<file path="src/rtl/mem_port_arbiter.sv">
// Arbitrates one single-ported memory between instruction fetch (I) and data (D) stages.
// Define MEM_ARB_STATS_EN to add per-port grant counters and an I wait-cycle counter.
module mem_port_arbiter #(
    parameter int AW           = 32,
    parameter int DW           = 32,
    parameter int MAX_D_STREAK = 4
) (
    input  logic          clk,
    input  logic          rst,
    input  logic          i_req,
    input  logic [AW-1:0] i_addr,
    input  logic          i_cancel,
    output logic [DW-1:0] i_rdata,
    output logic          i_ack,
    output logic          i_stall,
    input  logic          d_req,
    input  logic          d_we,
    input  logic [AW-1:0] d_addr,
    input  logic [DW-1:0] d_wdata,
    output logic [DW-1:0] d_rdata,
    output logic          d_ack,
    output logic          d_stall,
    output logic          m_req,
    output logic          m_we,
    output logic [AW-1:0] m_addr,
    output logic [DW-1:0] m_wdata,
    input  logic [DW-1:0] m_rdata,
    input  logic          m_ready
`ifdef MEM_ARB_STATS_EN
    ,
    output logic [31:0]   stat_i_grants,
    output logic [31:0]   stat_d_grants,
    output logic [31:0]   stat_i_wait
`endif
);

    typedef enum logic [1:0] {IDLE, BUSY_I, BUSY_D} state_t;
    localparam logic [3:0] STREAK_MAX = 4'(MAX_D_STREAK);

    state_t     state, state_nx;
    logic [3:0] streak;
    logic       cancel_q;
    logic       i_cand, d_cand, d_win, i_win, done;

    // A port whose ack is showing still holds its old req; keep it out of arbitration.
    always_comb begin
        i_cand   = i_req & ~i_ack;
        d_cand   = d_req & ~d_ack;
        d_win    = 1'b0;
        i_win    = 1'b0;
        done     = 1'b0;
        state_nx = state;
        case (state)
            IDLE: begin
                d_win = d_cand & ~(i_cand & (streak == STREAK_MAX));
                i_win = ~d_win & i_cand & ~i_cancel;
                if (d_win)      state_nx = BUSY_D;
                else if (i_win) state_nx = BUSY_I;
            end
            BUSY_I, BUSY_D: begin
                done = m_ready;
                if (m_ready) state_nx = IDLE;
            end
            default: state_nx = IDLE;
        endcase
    end

    always_ff @(posedge clk or negedge rst) begin
        if (!rst) state <= IDLE;
        else      state <= state_nx;
    end

    always_ff @(posedge clk or negedge rst) begin
        if (!rst) begin
            m_req    <= 1'b0;
            m_we     <= 1'b0;
            m_addr   <= '0;
            m_wdata  <= '0;
            i_rdata  <= '0;
            d_rdata  <= '0;
            i_ack    <= 1'b0;
            d_ack    <= 1'b0;
            streak   <= '0;
            cancel_q <= 1'b0;
        end else begin
            i_ack <= 1'b0;
            d_ack <= 1'b0;
            if (d_win) begin
                m_req   <= 1'b1;
                m_we    <= d_we;
                m_addr  <= d_addr;
                m_wdata <= d_wdata;
                streak  <= !i_req ? 4'd0 : (streak == STREAK_MAX) ? streak : streak + 4'd1;
            end else if (i_win) begin
                m_req  <= 1'b1;
                m_we   <= 1'b0;
                m_addr <= i_addr;
                streak <= '0;
            end
            // A cancelled fetch still runs to completion on the memory side, silently.
            if (done) begin
                m_req    <= 1'b0;
                cancel_q <= 1'b0;
                if (state == BUSY_D) begin
                    d_ack <= 1'b1;
                    if (!m_we) d_rdata <= m_rdata;
                end else if (!(cancel_q | i_cancel)) begin
                    i_ack   <= 1'b1;
                    i_rdata <= m_rdata;
                end
            end else if (state == BUSY_I && i_cancel) begin
                cancel_q <= 1'b1;
            end
        end
    end

    assign i_stall = rst & i_req & ~i_ack;
    assign d_stall = rst & d_req & ~d_ack;

`ifdef MEM_ARB_STATS_EN
    always_ff @(posedge clk or negedge rst) begin
        if (!rst) begin
            stat_i_grants <= '0;
            stat_d_grants <= '0;
            stat_i_wait   <= '0;
        end else begin
            if (i_win)   stat_i_grants <= stat_i_grants + 32'd1;
            if (d_win)   stat_d_grants <= stat_d_grants + 32'd1;
            if (i_stall) stat_i_wait   <= stat_i_wait + 32'd1;
        end
    end
`endif

    // The data stage must keep its request up until the access it started is acknowledged.
    a_d_held: assert property (@(posedge clk) disable iff (!rst) (state == BUSY_D) |-> d_req);

endmodule

</file>
<file path="config.mk">
export PLATFORM = sky130hd
export DESIGN_NAME = mem_port_arbiter
export DESIGN_NICKNAME = d
export VERILOG_FILES = /design/src/rtl/mem_port_arbiter.sv
export SDC_FILE = /design/constraint.sdc
export NUM_CORES = 1
export LEC_CHECK = 0
export BUFFER_PORTS_ARGS = -buffer_cell sky130_fd_sc_hd__buf_4
export CAP_MARGIN = 20
export CORE_ASPECT_RATIO = 0.5
export CORE_UTILIZATION = 50
export DETAILED_ROUTE_END_ITERATION = 8
export PLACE_DENSITY = 0.85
export SLEW_MARGIN = 25
export SYNTH_ARGS = -nofsm -noshare
export SYNTH_HDL_FRONTEND = slang
export SYNTH_SLANG_ARGS = --single-unit
</file>
<file path="constraint.sdc">
create_clock -name clk -period 5.2 [get_ports clk]
set_input_delay 0 -clock clk [delete_from_list [all_inputs] [get_ports clk]]
set_output_delay 0 -clock clk [all_outputs]
set_load 0.01 [all_outputs]
</file>
# == After elaboration in Yosys (flattened, before gate mapping) ==
# Cells that the tools add are included.
# W data, S select, Z words.
# classes
add_sub_neg,1
mul,0
div,0
n_lt_le_gt_ge,0
eq_ne,6
n_shift,0
n_mux,25
n_bitwise,19
reduce_logical,10
# op_table
cell,n
$mux W32,2
$mux W4,4
$mux W1,15
$and A1 B1 Y1,10
$not A1 Y1,8
$mux W2,3
$ne A3 B3 Y1 const B,2
$reduce_and A3 Y1,2
$add A4 B1 Y4 const B,1
$eq A4 B3 Y1 const B,1
$pmux W2 S2,1
$reduce_and A2 Y1,2
$reduce_bool A2 Y1,2
$reduce_bool A3 Y1,1
$eq A2 B1 Y1 const B,1
$eq A2 B2 Y1 const B,1
$logic_not A2 Y1,1
$ne A2 B2 Y1 const B,1
$reduce_or A2 Y1,1
$logic_and A1 B1 Y1,1
$or A1 B1 Y1,1
# word_totals
regBits,139
latch_bits,0
ram_bits,0
rom_bits,0
mem_count,0

# == Depth between registers and ports, before layout ==
# logic_depth
ltp_word,12
depth_mapped,8
depth_no_buf,6

# == Worst setup path after synthesis ==
# Ideal clock, no wire load.
# synth_timing
path_type,register to register
from,register state[0]
to,register d_rdata[10]
setup_ps,125
arrival_ps,1645
required_ps,5075
path_slack_ps,3430
stages_incl_launch_ff,8
synth_period_minus_slack_ps,1770
path_cell_list,dfrtp_1 inv_1 ha_1 and3_1 nand2b_1 clkbuf_1 buf_2 mux2_2
# synth_between
elab_chain_cells,4
# synth_lines
item,line,text
"start, declared",40,"state_t state, state_nx;"
"start signal, assigned",70,else state <= state_nx;
$eq A2 B2 Y1 / $eq A2 B1 Y1 (equally long branches),"53, 104",
$reduce_or A2 Y1,53,case (state)
$mux W1,53,
$reduce_and A3 Y1 (no source line) *,-,
"end signal, assigned",106,if (!m_we) d_rdata <= m_rdata;
"end, declared",20,"output logic [DW-1:0] d_rdata,"
# Mark *: on every way between the ends. The rest lies on a longest branch, timed or not.
# A chain may end at the register's enable or synchronous reset.

# == Worst setup path in the final report ==
# layout_timing
from,register state[0]
to,register m_addr[21]
# layout_between
elab_chain_cells,3
# layout_lines
item,line,text
$logic_not A2 Y1 *,53,
$mux W1,53,
$mux W32 / $reduce_bool A2 Y1 (equally long branches),-,
"end signal, assigned",91,m_addr <= d_addr;
"end signal, assigned",97,m_addr <= i_addr;
"end, declared",25,"output logic [AW-1:0] m_addr,"
# Marks and branches as above.

==> results_dict.tcl <==
set metrics [dict create \
    status "complete, but fails checks" \
    violations "DRC" \
    grt_setup_unrepaired "no" \
    clockRootBuffer "clkbuf_16" \
    clockBufferDepth 2 \
    instances_no_fill 1035 \
    drt_pass1_iterations 7 \
    critical_path_arrival_ns 3.68 \
    grt_max_degree 105 \
    die_x_um 152 \
    worst_pin_slew_ns 0.978 \
    fin_crit_sh 0.644 \
    power.density_mw_per_mm2 600 \
    r2r_end "m_addr[21]" \
    max_cap_viol_count 0 \
    fp.coreArea_mm2 0.0106 \
    synth_async_sr_flop_share 1.00 \
    crit_required_ns 5.53 \
    avgRoutedWirePerCell_um 22.8 \
    final.min_clock_period_ns 3.35 \
    cts_tree "built" \
    drtAntennaViolNets 0 \
    synth-main-ff-cell "dfrtp_1" \
    dp_slack_ns 2.88 \
    hold_viol 0 \
    port_buffers 268 \
    grt_use_total 0.412 \
    ir_drop_v 0.000348 \
    first_global_vias 6649 \
    initial_core_util 0.533 \
    num_rows 26 \
    cts_max_level 4 \
    grt_pass1_wl_um 36400 \
    swShare 0.372 \
    fmax_ghz 0.299 \
    dr_total_vias 6140 \
    dieHeight_um 77.1 \
    p_seq_frac 0.336 \
    dr.first_iter.drc_count 927 \
    setup_tns_ns 0 \
    io_pins 269 \
    power.total_w 0.00582 \
    slew_headroom 0.346 \
    vias_per_cell 5.93 \
    synth_edf_count 0 \
    layout-area-overhead-vs-synth_pct 72.0 \
    startpoint_type "flop" \
    r2r_slack_ns 1.85 \
    p_switching_w 0.00216 \
    final_max_slew_viol_count 0 \
    fin_ws_ns 1.85 \
    syn_inst 483 \
    place.detailed.hpwl_um 10600 \
    grt_antenna_before_repair 1 \
    p_clk_frac 0.214 \
    hold_path_class "primary input to async pin" \
    p_int_w 0.00366 \
    gp_congestion 0.769 \
    path_clk_slew_ns 0.06 \
    r2r-start "state[0]" \
    setup_viol 0 \
    dp_cells 867 \
    critPathCaptureType "flop" \
    clock_skew_ns 0.00772 \
    cts.sinks 139 \
    synth_area_mm2 0.00564 \
    numCtsBuffers 17 \
    combPwrFrac 0.450 \
    seq_area_frac_synth 0.617 \
    ys_warn_count 0 \
    syn_avg_cell_area_um2 11.7 \
    worst_skew_pair.late_latency_ns 0.42 \
    cp_max_fo 65 \
    post-cts-setup-buffer-count 0 \
    dieArea_mm2 0.0117 \
    power.leakage_nw 4.75 \
    critical_path_class "flop to flop" \
    ys_types 34 \
    reg2reg_depth 8 \
    fin_nets 1021 \
    fill_cells 360 \
    ys_ff_latch 139 \
    grt-ovfl-total 0 \
    drc 28 \
    drive_above_1_share 0.421 \
    totalWireLength_um 23600 \
    syn_nets 623 \
]
## critical path, cell delays in order, from the launching register on
cell	delay (ns)
dfrtp_1	0.41
inv_1	0.13
ha_1	0.39
and3b_1	0.39
o21a_2	0.22
buf_4	0.57
o22ai_1	0.33
dlygate4sd3_1	0.66
o21ai_1	0.15
## worst max path at each step
stage          startpoint  depth (start not counted)     endpoint
2_1_floorplan    state[0]                          7  d_rdata[10]
3_3_place_gp    streak[0]                          6     state[0]
3_5_place_dp     state[0]                          7   m_addr[10]
4_1_cts          state[0]                          8   m_addr[25]
5_1_grt          state[0]                          8   m_addr[21]
6_report         state[0]                          8   m_addr[21]
## power by group through the flow
stage | sequential [W] | clock (W) | combinational, W
finish | 0.00196 | 0.00124 | 0.00262
floorplan | 0.00211 | 0 | 0.000906
global placement | 0.00187 | 0 | 0.00218
global route | 0.00200 | 0.00130 | 0.00275
CTS | 0.00189 | 0.00123 | 0.00241
detailed placement | 0.00190 | 0 | 0.00224
## synthesized netlist by cell type, types with 5 or more instances
library cell | count | area share
clkbuf_1 | 6 | 0.0040
inv_1 | 8 | 0.0053
o21ai_1 | 28 | 0.025
buf_2 | 21 | 0.019
o21ai_0 | 9 | 0.0080
ha_1 | 5 | 0.011
o22ai_1 | 33 | 0.037
nand2_1 | 101 | 0.067
a21oi_1 | 5 | 0.0044
dfrtp_1 | 139 | 0.62
nand3_1 | 35 | 0.031
mux2_2 | 63 | 0.13
## stage by stage
step | hold slack (ns) | util | instance area, µm²
6_report | 0.0289 | 0.917 | 9700
5_1_grt | 0.0391 | 0.917 | 9700
4_1_cts | 0.123 | 0.914 | 9660
3_3_place_gp | 0.172 | 0.730 | 7720
3_5_place_dp | 0.179 | 0.731 | 7730
2_1_floorplan | -0.296 | - | 5640
## routing by layer
| metal | up-vias | part of all wire | GRT usage |
|---|---|---|---|
| met2 | 498 | 0.50 | 0.700 |
| met5 | - | 0 | 0 |
| li1 | 2488 | - | - |
| met3 | 172 | 0.092 | 0.152 |
| met1 | 2982 | 0.34 | 0.421 |
| met4 | 0 | 0.073 | 0.320 |
## registers in the layout, indices dropped and copies added (netlist names)
| register | flops |
|---|---|
| m_we | 1 |
| i_ack | 1 |
| streak | 4 |
| i_rdata | 32 |
| d_rdata | 32 |
| m_addr | 32 |
| cancel_q | 1 |
| d_ack | 1 |
| m_req | 1 |
| state | 2 |
| m_wdata | 32 |
## cell usage in the layout (no fill, tap or decap), drive strengths merged, types with 2 or more instances in the layout
master | netlist | layout
ha | 5 | 5
nor2b | 3 | 3
inv | 8 | 9
nand2b | 3 | 3
nand4b | 2 | 2
a21oi | 6 | 6
clkbuf | 6 | 20
dfrtp | 139 | 139
nand2 | 101 | 101
nor2 | 2 | 2
nand3 | 35 | 35
o21ai | 38 | 38
buf | 24 | 275
dlygate4sd3 | 0 | 134
bufinv | 0 | 3
clkinvlp | 0 | 3
nor3b | 2 | 2
clkinv | 0 | 5
mux2 | 64 | 64
o22ai | 33 | 33
## layout make-up
cell class                 instances  area, µm²  area share
antenna                            1       2.50    0.000258
sequential                       139       3480       0.359
clock inverter                    12        146      0.0151
inverter                           8       30.0     0.00310
multi-input combinational        306       1990       0.205
clock buffer                      20        447      0.0461
timing repair buffer             409       3430       0.354
tap                              140        175      0.0181
## kinds of logic after synthesis
kind of cell / Yosys count / synth area share
muxes: 64 / 0.128
adders and majority gates: 5 / 0.0111
DFF: 139 / 0.617
buffers and inverters: 38 / 0.0340
AOI/OAI and AO/OA: 84 / 0.0873
and+or+nand+nor: 153 / 0.123
## what timing repair did
| item | 4_1_cts | 5_1_grt |
|---|---|---|
| setup endpoints to repair | 0 | 0 |
| resized for setup | 0 | 0 |
| hold buffers | 134 | 0 |
| endpoints found under the hold margin | 240 | 0 |
(Power assumes the default switching activity.)
